[src/rtl/ras_ctrl_pkg.sv]
// Shared types and decode helpers for the fetch-side RAS controller.
// Optional occupancy tracking is enabled with RAS_CTRL_OCC_EN.
package ras_ctrl_pkg;

  localparam int MAX_IDS_DEF = 8;
  localparam int RAS_DEPTH_DEF = 4;

  typedef enum logic [1:0] {
    RUN = 2'd0,
    FULL = 2'd1,
    RECOVER = 2'd2
  } ras_ctrl_state_t;

  localparam logic [6:0] JAL_T = 7'b1101111;
  localparam logic [6:0] JALR_T = 7'b1100111;
  localparam logic [6:0] BRANCH_T = 7'b1100011;

  typedef struct packed {
    logic call;
    logic ret;
    logic swap;
    logic ctl;
  } ras_class_t;

  function automatic logic is_link(input logic [4:0] r);
    return (r == 5'd1) || (r == 5'd5);
  endfunction

endpackage

[src/rtl/ras_interface.sv]
// Handshake bundle between the fetch-side controller and the return
// address stack; fetch drives the strobes, the stack returns its top.
interface ras_interface;
  logic        push;
  logic        pop;
  logic [31:0] new_addr;
  logic        branch_fetched;
  logic        branch_retired;
  logic [31:0] addr;

  modport fetch (
    output push, pop, new_addr, branch_fetched, branch_retired,
    input  addr
  );

  modport ras (
    input  push, pop, new_addr, branch_fetched, branch_retired,
    output addr
  );
endinterface

[src/rtl/ras_call_decode.sv]
// Combinational classifier of a fetched word into call, return,
// coroutine swap or plain control transfer.
module ras_call_decode
  import ras_ctrl_pkg::*;
(
  input  logic [31:0] instruction,
  output ras_class_t  cls
);

  logic [6:0] op;
  logic [4:0] rd;
  logic [4:0] rs1;
  logic       jal;
  logic       jalr;
  logic       br;
  logic       rd_lk;
  logic       rs_lk;
  logic       unused_bits;

  assign op = instruction[6:0];
  assign rd = instruction[11:7];
  assign rs1 = instruction[19:15];
  assign unused_bits = ^{instruction[31:20], instruction[14:12]};

  assign jal = (op == JAL_T);
  assign jalr = (op == JALR_T);
  assign br = (op == BRANCH_T);
  assign rd_lk = is_link(rd);
  assign rs_lk = is_link(rs1);

  always_comb begin
    cls = '0;
    cls.ctl = jal | jalr | br;
    cls.call = (jal & rd_lk) |
      (jalr & rd_lk & (~rs_lk | (rd == rs1)));
    cls.ret = jalr & ~rd_lk & rs_lk;
    cls.swap = jalr & rd_lk & rs_lk & (rd != rs1);
  end

endmodule

[src/rtl/ras_ctrl.sv]
// Fetch-side RAS driver: decodes calls/returns, tracks outstanding snapshots.
// Define RAS_CTRL_OCC_EN to gate predictions on a tracked stack occupancy.
module ras_ctrl
  import ras_ctrl_pkg::*;
#(
  parameter int MAX_IDS = MAX_IDS_DEF,
  parameter int RAS_DEPTH = RAS_DEPTH_DEF
) (
  input  logic        clk,
  input  logic        rst,
  input  logic        gc_fetch_flush,
  input  logic        if_valid,
  output logic        if_ready,
  input  logic [31:0] if_instruction,
  input  logic [31:0] if_pc,
  input  logic        br_retire,
  output logic        pred_valid,
  output logic [31:0] pred_target,
  ras_interface.fetch ras
);

  localparam int CW = $clog2(MAX_IDS + 1);
  localparam logic [1:0] S_RUN = RUN;
  localparam logic [1:0] S_FULL = FULL;
  localparam logic [1:0] S_RECOVER = RECOVER;

  logic [1:0]    state;
  logic [CW-1:0] count;
  logic [CW-1:0] next_count;
  ras_class_t    cls;
  logic          accept;
  logic          fetched;
  logic          retired;
  logic          occ_ok;

  ras_call_decode u_decode (
    .instruction(if_instruction),
    .cls(cls)
  );

  // A retire racing a flush is lost along with the snapshot fifo.
  assign retired = br_retire & (count != '0) & ~gc_fetch_flush;

  always_comb begin
    if_ready = 1'b0;
    case (state)
      S_RUN: if_ready = 1'b1;
      S_FULL: if_ready = ~cls.ctl | retired;
      default: if_ready = 1'b0;
    endcase
    if (gc_fetch_flush) if_ready = 1'b0;
  end

  assign accept = if_valid & if_ready;
  assign fetched = accept & cls.ctl;
  assign next_count = count + CW'(fetched) - CW'(retired);

  always_ff @(posedge clk) begin
    if (rst) begin
      state <= S_RUN;
      count <= '0;
    end else if (gc_fetch_flush) begin
      state <= S_RECOVER;
      count <= '0;
    end else begin
      count <= next_count;
      case (state)
        S_RUN:
          if (next_count == CW'(MAX_IDS)) state <= S_FULL;
        S_FULL:
          if (next_count < CW'(MAX_IDS)) state <= S_RUN;
        default: state <= S_RUN;
      endcase
    end
  end

  assign ras.push = accept & (cls.call | cls.swap);
  assign ras.pop = accept & (cls.ret | cls.swap);
  assign ras.new_addr = accept ? (if_pc + 32'd4) : 32'd0;
  assign ras.branch_fetched = fetched;
  assign ras.branch_retired = retired;

`ifdef RAS_CTRL_OCC_EN
  localparam int OW = $clog2(RAS_DEPTH + 1);
  localparam int PW = (MAX_IDS > 1) ? $clog2(MAX_IDS) : 1;

  logic [OW-1:0] occ;
  logic [OW-1:0] occ_q [MAX_IDS];
  logic [PW-1:0] wr_ptr;
  logic [PW-1:0] rd_ptr;

  function automatic logic [PW-1:0] bump(input logic [PW-1:0] p);
    return (p == PW'(MAX_IDS - 1)) ? '0 : p + 1'b1;
  endfunction

  always_ff @(posedge clk) begin
    if (fetched && !gc_fetch_flush) occ_q[wr_ptr] <= occ;
  end

  always_ff @(posedge clk) begin
    if (rst) begin
      occ <= '0;
      wr_ptr <= '0;
      rd_ptr <= '0;
    end else if (gc_fetch_flush) begin
      // Oldest live snapshot is the state before the mispredicted branch.
      if (count != '0) occ <= occ_q[rd_ptr];
      wr_ptr <= '0;
      rd_ptr <= '0;
    end else begin
      if (fetched) wr_ptr <= bump(wr_ptr);
      if (retired) rd_ptr <= bump(rd_ptr);
      if (ras.push && !ras.pop && occ != OW'(RAS_DEPTH))
        occ <= occ + 1'b1;
      else if (ras.pop && !ras.push && occ != '0)
        occ <= occ - 1'b1;
    end
  end

  assign occ_ok = (occ != '0);
`else
  localparam int unused_depth = RAS_DEPTH;
  assign occ_ok = 1'b1;
`endif

  assign pred_valid = accept & (cls.ret | cls.swap) & occ_ok;
  assign pred_target = ras.addr;

endmodule

[src/flat_wrapper.sv]
// flat-port wrapper written by rule: the top's interface ports become plain ports
module ras_ctrl_flat import ras_ctrl_pkg::*;
#(
  parameter int MAX_IDS = MAX_IDS_DEF,
  parameter int RAS_DEPTH = RAS_DEPTH_DEF
)
  (clk, rst, gc_fetch_flush, if_valid, if_ready, if_instruction, if_pc, br_retire, pred_valid, pred_target, ras_push, ras_pop, ras_new_addr, ras_branch_fetched, ras_branch_retired, ras_addr);
  ras_interface ras_i ();
  input  logic clk;
  input  logic rst;
  input  logic gc_fetch_flush;
  input  logic if_valid;
  output logic if_ready;
  input  logic [31:0] if_instruction;
  input  logic [31:0] if_pc;
  input  logic br_retire;
  output logic pred_valid;
  output logic [31:0] pred_target;
  output wire logic [$bits(ras_i.push)-1:0] ras_push;
  output wire logic [$bits(ras_i.pop)-1:0] ras_pop;
  output wire logic [$bits(ras_i.new_addr)-1:0] ras_new_addr;
  output wire logic [$bits(ras_i.branch_fetched)-1:0] ras_branch_fetched;
  output wire logic [$bits(ras_i.branch_retired)-1:0] ras_branch_retired;
  input wire logic [$bits(ras_i.addr)-1:0] ras_addr;
  assign ras_push = ras_i.push;
  assign ras_pop = ras_i.pop;
  assign ras_new_addr = ras_i.new_addr;
  assign ras_branch_fetched = ras_i.branch_fetched;
  assign ras_branch_retired = ras_i.branch_retired;
  assign ras_i.addr = ras_addr;
  ras_ctrl #(.MAX_IDS(MAX_IDS), .RAS_DEPTH(RAS_DEPTH)) u_core (.clk(clk), .rst(rst), .gc_fetch_flush(gc_fetch_flush), .if_valid(if_valid), .if_ready(if_ready), .if_instruction(if_instruction), .if_pc(if_pc), .br_retire(br_retire), .pred_valid(pred_valid), .pred_target(pred_target), .ras(ras_i));
endmodule
[config.mk]
export PLATFORM = sky130hd
export DESIGN_NAME = ras_ctrl_flat
export DESIGN_NICKNAME = d
export VERILOG_FILES = /design/src/rtl/ras_ctrl_pkg.sv /design/src/rtl/ras_interface.sv /design/src/rtl/ras_call_decode.sv /design/src/rtl/ras_ctrl.sv /design/src/flat_wrapper.sv
export SDC_FILE = /design/constraint.sdc
export NUM_CORES = 1
export LEC_CHECK = 0
export CORE_UTILIZATION = 29
export CTS_BUF_LIST = sky130_fd_sc_hd__clkbuf_4 sky130_fd_sc_hd__clkbuf_8
export CTS_CLUSTER_SIZE = 40
export DETAILED_ROUTE_END_ITERATION = 7
export PLACE_DENSITY = 0.94
export RECOVER_POWER = 50
export SYNTH_ARGS = -nofsm -noshare
export SYNTH_HDL_FRONTEND = slang
export SYNTH_HIERARCHICAL = 1
export SYNTH_SLANG_ARGS = --single-unit
[constraint.sdc]
create_clock -name clk -period 2.7 [get_ports clk]
set_input_delay 0.27 -clock clk [delete_from_list [all_inputs] [get_ports clk]]
set_output_delay 0.27 -clock clk [all_outputs]
set_load 0.02 [all_outputs]
==> results_dict.tcl <==
set metrics [dict create \
    status "finished clean" \
    vias 2060 \
    die_area_mm2 0.00554 \
    final-setup-viol-count 0 \
    cts-buffers-inserted 3 \
    syn_avg_cell_area_um2 6.82 \
    clock_latency_ns 0.22 \
    gp_congestion 0.856 \
    drive_above_1_share_pct 24.9 \
    drtAntennaViolNets 0 \
    synth_top_cell_by_area "buf_4" \
    cts_tree "built" \
    ys.flop_type "dfxtp_1" \
    irDropWorstVdd_v 0.000277 \
    synth_top_cells_by_count "buf_4 (33), nor2_1 (22), a21oi_1 (18)" \
    ys_warn_count 6 \
    place_ws_ns -0.511 \
    yosysMostFrequentCell "buf_4" \
    worstMarginPinSlew_ns 0.421 \
    rows 25 \
    hold_violations 0 \
    whs_ns 0.540 \
    met2WireLength_um 3260 \
    max_stage_delay_ns 0.58 \
    root_buffer "clkbuf_8" \
    syn_inst 223 \
    grt_pass1_wl_um 8570 \
    fin_skew_ns 0.000611 \
    dp_hpwl_um 4460 \
    num_antenna_cells 0 \
    maxSlewViolCount 0 \
    antenna_found_initial 0 \
    synth_top_area_share_pct 16.3 \
    p_per_area_mw_per_mm2 186 \
    track_usage_pct 19.6 \
    relSlewSlack_pct 71.6 \
    synthArstFlopShare_pct 0 \
    grt_start_max_net_pins 32 \
    leakage_nw 1.17 \
    post-route-min-period_ns 2.66 \
    viasPerCell 5.26 \
    highest_layer "met4" \
    wl_per_cell_um 15.1 \
    cp_num_buf_inv 2 \
    start_util_pct 31.2 \
    cts.sinks 6 \
    netlist-cell-type-count 38 \
    fin_tns_setup_ns 0 \
    ys_ff_latch 6 \
    crit_slowest_cell "or4_4" \
    drt-total-wl_um 5910 \
    finish.utilization_pct 54.5 \
    syn2layout_area_growth_pct 74.8 \
    dieHeight_um 74.4 \
    dr.first_iter.drc_count 111 \
    cp-start-kind "primary input" \
    crit_fanout 7 \
    drtPass1Iterations 4 \
    core_area_mm2 0.00488 \
    synthTopCellsByArea "buf_4 (16%), xnor2_1 (8.1%), dfxtp_1 (7.9%), a21oi_1 (5.9%), nor2_1 (5.4%)" \
    path_cells "clkdlybuf4s50_1 > nand3_1 > or4_4 > or4_1 > a21oi_1 > buf_2" \
    crit_path_end_kind "primary output" \
    clock_path_buffers 2 \
    max-cap-violations 0 \
    hold_path_class "primary input to primary output" \
    wl_met1_um 2080 \
    fp.dieW_um 74.4 \
    fmax_mhz 376 \
    syn_nets 331 \
    fin_nets 435 \
    synth-edff-count 0 \
    critical-path-top-delay-family "simple AND/OR/NAND/NOR gates" \
    io_pins 171 \
    post-route-drc-count 0 \
    worstSetupPathType "primary input to primary output" \
    syn-cell-area_mm2 0.00152 \
    h-tree-depth 1 \
    grt.overflow.total 0 \
    grt_pass1_vias 1993 \
    synth-seq-area-share_pct 7.89 \
    wl_met3_um 364 \
    crit_required_ns 2.43 \
    timing.final.ws_setup_ns 0.0415 \
    port_buffers 91 \
    finalCritPeriodShare_pct 98.5 \
    cp.arrival_ns 2.39 \
]
-- registers in the layout (all words and copies together) (netlist names) --
register      flops
u_core/count      4
u_core/state      2
-- layout by cell type, fill, tap and decap left out, drive strengths merged, types with 7 or more instances in the layout --
cell type	Yosys	layout
nand2	12	12
dlygate4sd2	0	27
nand3	11	11
nand4	9	9
inv	10	10
clkdlybuf4s50	0	43
or4	8	8
nor2	22	22
or3	9	9
buf	35	59
dlymetal6s2s	0	7
o21ai	10	10
a21oi	18	18
xnor2	14	14
-- stage by stage --
step                total power, W  instances  area (um2)
global route              0.000526        392        2660
floorplan                 0.000249        223        1520
CTS                       0.000498        392        2650
detailed placement        0.000372        384        2580
global placement          0.000366        384        2580
finish                    0.000494        392        2660
-- routing by layer --
layer  up-vias  track usage, %
met5         -               0
met4         0            8.18
met3        24            3.39
met2        94            40.7
met1       967            18.3
li1        975               -
-- cell type report --
type | instances | area, um2
Sequential cell | 6 | 120
Clock buffer | 3 | 41.3
Fill cell | 475 | 2220
Multi-Input combinational cell | 167 | 1150
Tap cell | 67 | 83.8
Inverter | 10 | 37.5
Timing Repair Buffer | 139 | 1220
-- timing repair --
action | CTS | global route
buffers inserted | 5 | 1
gates cloned | 0 | 0
hold buffers | 0 | 0
pin swaps | 8 | 14
endpoints found under the setup margin | 34 | 20
gates resized for setup | 76 | 21
-- power by group --
| group | internal [W] | switching (W) | total (W) | leakage, nW |
|---|---|---|---|---|
| clock network | 0.0000956 | 0.0000367 | 0.000132 | 0.0216 |
| registers | 0.0000901 | 0.00000134 | 0.0000915 | 0.0486 |
| logic | 0.000148 | 0.000123 | 0.000270 | 1.10 |
-- cells by family (layout without fill, tap and decap cells) --
logic type,Yosys count,in the layout,synth area share (%)
and+or+nand+nor,101,101,38.9
buffers and inverters,50,152,20.6
AOI/OAI and AO/OA,39,39,14.8
xor gates and xnor gates,20,20,11.5
adders and majority gates,7,7,6.25
DFF,6,6,7.90
-- final timing paths --
check	depth (start not counted)	endpoint	slack, ns	startpoint
setup reg to reg	12	u_core/state[0]	0.17	u_core/count[2]
setup / recovery	6	ras_new_addr[29]	0.04	if_pc[11]
hold reg to reg	1	u_core/state[0]	0.55	u_core/state[1]
hold / removal	0	pred_target[29]	0.54	ras_addr[29]
Note: power is estimated with default switching activity, not from simulation.
